$ cat config.mk
export PLATFORM = sky130hd
export DESIGN_NAME = alu_mdu
export DESIGN_NICKNAME = d
export VERILOG_FILES = /design/src/rtl/alu_mdu_pkg.sv /design/src/rtl/mdu_serial_core.sv /design/src/rtl/alu_mdu.sv
export SDC_FILE = /design/constraint.sdc
export NUM_CORES = 2
export LEC_CHECK = 0
export ABC_CLOCK_PERIOD_IN_PS = 9750
export BUFFER_PORTS_ARGS = -buffer_cell sky130_fd_sc_hd__clkbuf_2
export CORE_AREA = 4 4 374 376
export CTS_BUF_LIST = sky130_fd_sc_hd__clkbuf_16
export DETAILED_ROUTE_END_ITERATION = 7
export DIE_AREA = 0 0 378 380
export SETUP_SLACK_MARGIN = 0.15
export SLEW_MARGIN = 40
export SYNTH_ARGS = -nofsm -noshare
export SYNTH_HDL_FRONTEND = slang
export SYNTH_SLANG_ARGS = --single-unit
$ cat constraint.sdc
create_clock -name i_clk -period 9.75 [get_ports i_clk]
set_clock_uncertainty 0.2 [all_clocks]
set_input_delay 1.95 -clock i_clk [delete_from_list [all_inputs] [get_ports i_clk]]
set_output_delay 1.95 -clock i_clk [all_outputs]
set_load 0.01 [all_outputs]
$ cat src/rtl/alu_mdu_pkg.sv
// alu_mdu_pkg: operation encodings and FSM states shared by the execution unit
package alu_mdu_pkg;
    typedef enum logic [3:0] {
        ALU_ADD = 4'd0, ALU_SUB, ALU_AND, ALU_OR, ALU_XOR, ALU_SRL,
        ALU_SLL, ALU_SRA, ALU_BUF, ALU_SLT, ALU_SLTU
    } alu_op_e;
    typedef enum logic [2:0] {
        MD_MUL, MD_MULH, MD_MULHSU, MD_MULHU, MD_DIV, MD_DIVU, MD_REM, MD_REMU
    } md_op_e;
    typedef enum logic [1:0] { ST_IDLE, ST_ITER, ST_FIX } state_e;
endpackage

$ cat src/rtl/mdu_serial_core.sv
// mdu_serial_core: radix-2 shift-add multiplier / restoring divider, one bit per step
module mdu_serial_core #(
    parameter int XLEN = 32
) (
    input  logic            clk_i,
    input  logic            rst_ni,
    input  logic            start_i,
    input  logic            step_i,
    input  logic            div_i,
    input  logic [XLEN-1:0] a_i,
    input  logic [XLEN-1:0] b_i,
    output logic [XLEN-1:0] hi_o,
    output logic [XLEN-1:0] lo_o
);
    logic            div_q, ge;
    logic [XLEN-1:0] b_q, hi_q, lo_q, hi_d, lo_d, sub;
    logic [XLEN:0]   sum, shl;

    // hi:lo is the running product for multiply, remainder:quotient for divide
    assign sum  = {1'b0, hi_q} + (lo_q[0] ? {1'b0, b_q} : '0);
    assign shl  = {hi_q, lo_q[XLEN-1]};
    assign ge   = shl >= {1'b0, b_q};
    assign sub  = shl[XLEN-1:0] - b_q;
    assign hi_d = div_q ? (ge ? sub : shl[XLEN-1:0]) : sum[XLEN:1];
    assign lo_d = div_q ? {lo_q[XLEN-2:0], ge} : {sum[0], lo_q[XLEN-1:1]};
    assign hi_o = hi_q;
    assign lo_o = lo_q;

    always_ff @(posedge clk_i or negedge rst_ni) begin
        if (!rst_ni) begin
            div_q <= 1'b0;
            b_q   <= '0;
            hi_q  <= '0;
            lo_q  <= '0;
        end else if (start_i) begin
            div_q <= div_i;
            b_q   <= b_i;
            hi_q  <= '0;
            lo_q  <= a_i;
        end else if (step_i) begin
            hi_q  <= hi_d;
            lo_q  <= lo_d;
        end
    end
endmodule

$ cat src/rtl/alu_mdu.sv
// alu_mdu: base ALU plus RV32M multiply/divide on a shared iterative datapath
module alu_mdu
    import alu_mdu_pkg::*;
#(
    parameter int XLEN     = 32,
    parameter bit MUL_FAST = 1'b0,
    localparam int SHW     = $clog2(XLEN)
) (
    input  logic            i_clk,
    input  logic            i_rstn,
    input  logic            i_Valid,
    input  logic [3:0]      i_AluCtrl,
    input  logic            i_MdEn,
    input  logic [2:0]      i_MdOp,
    input  logic [XLEN-1:0] i_op1,
    input  logic [XLEN-1:0] i_op2,
    input  logic            i_Flush,
    output logic            o_Busy,
    output logic            o_Valid,
    output logic [XLEN-1:0] o_Result
);
    localparam logic [XLEN-1:0] MIN_NEG = {1'b1, {(XLEN-1){1'b0}}};

    state_e            state_q;
    md_op_e            op_q;
    logic [SHW-1:0]    cnt_q;
    logic              neg_q, valid_q, neg_d;
    logic [XLEN-1:0]   result_q;
    logic              accept, is_div, sgn1, sgn2, neg1, neg2, by_zero, ovf, iter;
    logic [XLEN-1:0]   mag1, mag2, alu_res, quick_res, fix_val, fix_res, hi, lo;
    logic [SHW-1:0]    shamt;
    logic [2*XLEN-1:0] fast_prod, ser_prod;

    assign o_Busy   = state_q != ST_IDLE;
    assign o_Valid  = valid_q;
    assign o_Result = result_q;
    assign accept   = i_Valid & ~o_Busy & ~i_Flush;
    assign is_div   = i_MdOp[2];
    assign sgn1     = md_op_e'(i_MdOp) inside {MD_MULH, MD_MULHSU, MD_DIV, MD_REM};
    assign sgn2     = md_op_e'(i_MdOp) inside {MD_MULH, MD_DIV, MD_REM};
    assign neg1     = sgn1 & i_op1[XLEN-1];
    assign neg2     = sgn2 & i_op2[XLEN-1];
    assign mag1     = neg1 ? -i_op1 : i_op1;
    assign mag2     = neg2 ? -i_op2 : i_op2;
    assign by_zero  = i_op2 == '0;
    assign ovf      = sgn2 & (i_op1 == MIN_NEG) & (&i_op2);
    assign iter     = i_MdEn & (is_div ? ~(by_zero | ovf) : ~MUL_FAST);
    // remainders take the dividend's sign only; everything else takes s1^s2
    assign neg_d    = neg1 ^ (neg2 & ~(is_div & i_MdOp[1]));
    assign shamt    = i_op2[SHW-1:0];

    always_comb begin
        case (alu_op_e'(i_AluCtrl))
            ALU_ADD:  alu_res = i_op1 + i_op2;
            ALU_SUB:  alu_res = i_op1 - i_op2;
            ALU_AND:  alu_res = i_op1 & i_op2;
            ALU_OR:   alu_res = i_op1 | i_op2;
            ALU_XOR:  alu_res = i_op1 ^ i_op2;
            ALU_SRL:  alu_res = i_op1 >> shamt;
            ALU_SLL:  alu_res = i_op1 << shamt;
            ALU_SRA:  alu_res = $signed(i_op1) >>> shamt;
            ALU_BUF:  alu_res = i_op2;
            ALU_SLT:  alu_res = {{(XLEN-1){1'b0}}, $signed(i_op1) < $signed(i_op2)};
            ALU_SLTU: alu_res = {{(XLEN-1){1'b0}}, i_op1 < i_op2};
            default:  alu_res = '0;
        endcase
    end

    assign fast_prod = {{XLEN{neg1}}, i_op1} * {{XLEN{neg2}}, i_op2};
    assign quick_res = !i_MdEn ? alu_res
                     : is_div  ? (i_MdOp[1] ? (by_zero ? i_op1 : '0) : (by_zero ? '1 : i_op1))
                     : (i_MdOp == MD_MUL) ? fast_prod[XLEN-1:0] : fast_prod[2*XLEN-1:XLEN];

    assign ser_prod = neg_q ? -{hi, lo} : {hi, lo};
    assign fix_val  = op_q[1] ? hi : lo;
    assign fix_res  = op_q[2] ? (neg_q ? -fix_val : fix_val)
                    : (op_q == MD_MUL) ? ser_prod[XLEN-1:0] : ser_prod[2*XLEN-1:XLEN];

    mdu_serial_core #(.XLEN(XLEN)) u_core (
        .clk_i  (i_clk),
        .rst_ni (i_rstn),
        .start_i(accept & iter),
        .step_i (state_q == ST_ITER),
        .div_i  (is_div),
        .a_i    (mag1),
        .b_i    (mag2),
        .hi_o   (hi),
        .lo_o   (lo)
    );

    always_ff @(posedge i_clk or negedge i_rstn) begin
        if (!i_rstn) begin
            state_q  <= ST_IDLE;
            op_q     <= MD_MUL;
            cnt_q    <= '0;
            neg_q    <= 1'b0;
            valid_q  <= 1'b0;
            result_q <= '0;
        end else begin
            valid_q <= 1'b0;
            case (state_q)
                ST_IDLE: begin
                    if (accept && iter) begin
                        state_q <= ST_ITER;
                        op_q    <= md_op_e'(i_MdOp);
                        cnt_q   <= SHW'(XLEN - 1);
                        neg_q   <= neg_d;
                    end else if (accept) begin
                        valid_q  <= 1'b1;
                        result_q <= quick_res;
                    end
                end
                ST_ITER: begin
                    if (i_Flush)
                        state_q <= ST_IDLE;
                    else if (cnt_q == '0)
                        state_q <= ST_FIX;
                    cnt_q <= cnt_q - 1'b1;
                end
                ST_FIX: begin
                    state_q <= ST_IDLE;
                    valid_q <= ~i_Flush;
                    if (!i_Flush)
                        result_q <= fix_res;
                end
                default: state_q <= ST_IDLE;
            endcase
        end
    end
endmodule
==> run_results.csv <==
group,metric,value,unit
outcome,outcome,"complete, but fails checks",
outcome,violations,"design-rule violations, negative setup slack",
timing,drv_slew,0,
floorplan,dieArea,144000,sq um
clock_tree,htree_levels,4,
synth,netlist_area,61300,sq um
timing,finalCriticalPeriod,9.78,ns
drt,dr.pass1.iters,8,
grt,grt_max_degree,84,
place,hpwl,239000,microns
synth,yosysTopAreaCellShare,36.9,%
drt,antenna_left,0,
timing,finalSetupTns,-0.0596,ns
grt,grt_pass1_wl,425000,microns
critical_path,crit_cells,31,
synth,syn-instance-count,7541,
floorplan,boundaryPins,110,
synth,yosysMostFrequentCell,"inv_1",
timing,final.setup.worst_slack,-0.0309,ns
drt,viasPerCell,6.09,
hold_path,hold_depth,2,
drt,drc_errors,1,
flow_run,maxCapViolCount,0,
grt,grt_busiest_layer,"met2",
layout,layout-drive-gt1-share,17.1,%
clock_tree,clockRootBuffer,"clkbuf_16",
clock_tree,clkSinkCount,141,
timing,worst_pin_slew,1.08,ns
clock_tree,clk_pin_slew,0.07,ns
synth,synth.largest_area_cell,"fa_1",
grt,grtUsageMet1,54.8,%
critical_path,slowest_delay,0.59,ns
critical_path,cp-end-kind,"register",
critical_path,criticalPathCategory,"in2reg",
clock_tree,hold_buffers,0,
critical_path,cp.arrival,9.88,ns
critical_path,crit_family,"adder cells",
floorplan,core,137000,sq um
drt,vias,59900,
grt,grt_pass1_vias,61100,
place,port_buffers,109,
clock_tree,clk_path_buf_depth,2,
synth,synth_area_per_cell,8.13,sq um
synth,synth_edf_count,0,
timing,rsz0062_at_grt,"true",
synth,syn_nets,9126,
floorplan,dieWidth,378,microns
timing,clock.fmax,102,MHz
hold_path,hp-class,"reg2reg",
timing,setup_viol,2,
synth,yosys-top-cells-area,"fa_1, inv_1, ha_1",
critical_path,path_max_fanout,19,
timing,period_share,100,%
clock_tree,cts_tree,"yes",
synth,async_flop_share,100,%
grt,grt_overflow_total,0,
synth,synth-seq-cells,141,
critical_path,startpoint_type,"input port",
drt,drtIter0Drc,7266,
grt,met3_usage,11.5,%
critical_path,r2r_setup_slack,4.14,ns
critical_path,reg2reg_depth,12,
synth,yosysWarnings,0,
grt,grt_use_met2,58.4,%
grt,grt_antenna_before_repair,21,
synth,synth_common_cells,"inv_1, fa_1, nand2_1",
critical_path,worst_ep_required_time,9.85,ns
critical_path,cpMostUsedCell,"fa_1",
timing,finalHoldViolCount,0,
grt,track_usage,40.5,%
floorplan,core.rowCount,136,
timing,fin_hold_ws,0.300,ns
synth,yosys_most_used_dff,"dfrtp_1",
layout,synthToLayoutAreaGrowth,16.5,%
synth,synth-seq-area-share,5.76,%
timing,max_slew_margin,27.0,%
floorplan,start_util,44.8,%
layout,nNetsFinal,9592,
place,gp_congestion,1.11,
critical_path,cpMaxStageDelayCell,"fa_2",
synth,ys_types,93,
clock_tree,insertion_delay,0.46,ns
drt,wirelength,292000,microns
clock_tree,numCtsBuffers,17,
floorplan,die_h,380,microns
critical_path,path_buf_inv,10,
drt,drt-wirelength-per-cell,29.7,microns
==> cell type report <==
class	count	area (sq um)
Antenna cell	15	37.5
Clock buffer	17	425
Clock inverter	15	146
Fill cell	13200	65400
Inverter	1349	5090
Multi-Input combinational cell	5520	52000
Sequential cell	141	3530
Tap cell	1794	2240
Timing Repair Buffer	978	7940
==> per-stage QoR <==
stage	worst slack, ns	cell area (sq um)	instances	util, %
after detailed placement	-1.01	69100	9733	50.5
after floorplan	-0.0312	61800	7541	-
after CTS	0.104	70300	9780	51.4
after global routing	-0.129	71400	9818	52.2
final	-0.0309	71400	9829	52.2
after global placement	-0.944	69000	9730	50.4
==> worst reg2reg max path, stage by stage, from the launching register on <==
cell and delay, ns:
dfrtp_2 0.35, buf_4 0.46, buf_4 0.64, or4b_1 0.61
a222oi_1 0.57, o2111ai_1 0.44, or3_1 0.72, nor4_1 0.36
o21ai_1 0.11, and4_1 0.24, a211oi_1 0.41, o211a_1 0.30
a21oi_2 0.07
==> metal layers <==
metal  vias up  wire, microns
met2      3633         121000
met5         -             56
li1      25100              -
met4         8          20600
met1     30300         116000
met3       771          34000
==> timing repair <==
| item | 4_1_cts | 5_1_grt |
|---|---|---|
| setup endpoints to repair | 23 | 26 |
| endpoints found under the hold margin | 0 | 0 |
| pin swaps | 49 | 111 |
| buffers inserted | 15 | 31 |
| resized for setup | 108 | 207 |
| gates cloned | 0 | 1 |
==> worst paths after layout <==
path                        startpoint           end
max                          i_MdOp[2]  o_Result[13]
min                        o_Result[7]   o_Result[7]
max reg2reg                    op_q[1]  o_Result[29]
min reg2reg                o_Result[7]   o_Result[7]
max in group asynchronous       i_rstn       op_q[2]
min in group asynchronous       i_rstn      cnt_q[4]
==> cell families after synthesis <==
group           count (synthesis)  synth area share (%)
simple gates                 2241                  15.6
xor+xnor                      232                  3.32
fa+ha+maj                    1509                  44.6
buf+inv                      1880                  11.7
mux                           211                  4.72
compound gates               1327                  14.2
flops                         141                  5.76
==> state kept, by name (all words and copies together) (netlist names) <==
| signal | cells |
|---|---|
| state_q | 2 |
| u_core.b_q | 32 |
| o_Valid | 1 |
| cnt_q | 5 |
| o_Result | 32 |
| u_core.hi_o | 32 |
| neg_q | 1 |
| u_core.lo_o | 32 |
| op_q | 3 |
| u_core.div_q | 1 |
==> placed cells by master (no fill, tap or decap), types with 19 or more instances in the layout <==
cell type / synthesis / final
a211o_1: 19 / 19
a211oi_1: 72 / 57
a21o_1: 83 / 81
a21oi_1: 306 / 279
a21oi_2: 0 / 21
a221oi_1: 62 / 60
a22oi_1: 44 / 44
a31oi_1: 62 / 58
and3_1: 30 / 25
buf_12: 0 / 48
buf_4: 15 / 782
buf_6: 3 / 42
clkbuf_2: 0 / 77
clkinv_1: 22 / 22
dfrtp_1: 141 / 137
fa_1: 1129 / 1111
ha_1: 380 / 356
ha_4: 0 / 21
inv_1: 1321 / 1298
inv_2: 6 / 24
mux2i_1: 137 / 133
mux4_2: 61 / 61
nand2_1: 1070 / 1055
nand2b_1: 39 / 38
nand3_1: 83 / 76
nand4_1: 40 / 40
nor2_1: 668 / 653
nor3_1: 103 / 96
nor4_1: 35 / 26
o211ai_1: 50 / 50
o21a_1: 29 / 28
o21ai_0: 299 / 287
o21bai_1: 25 / 23
o22ai_1: 32 / 31
o31ai_1: 52 / 45
or2_2: 23 / 23
or3_1: 47 / 44
xnor2_1: 164 / 158
xor2_1: 68 / 67
Power is left out: the tool's default activity adds up to more than one toggle a clock period on the data nets, which glitch-free logic cannot reach.
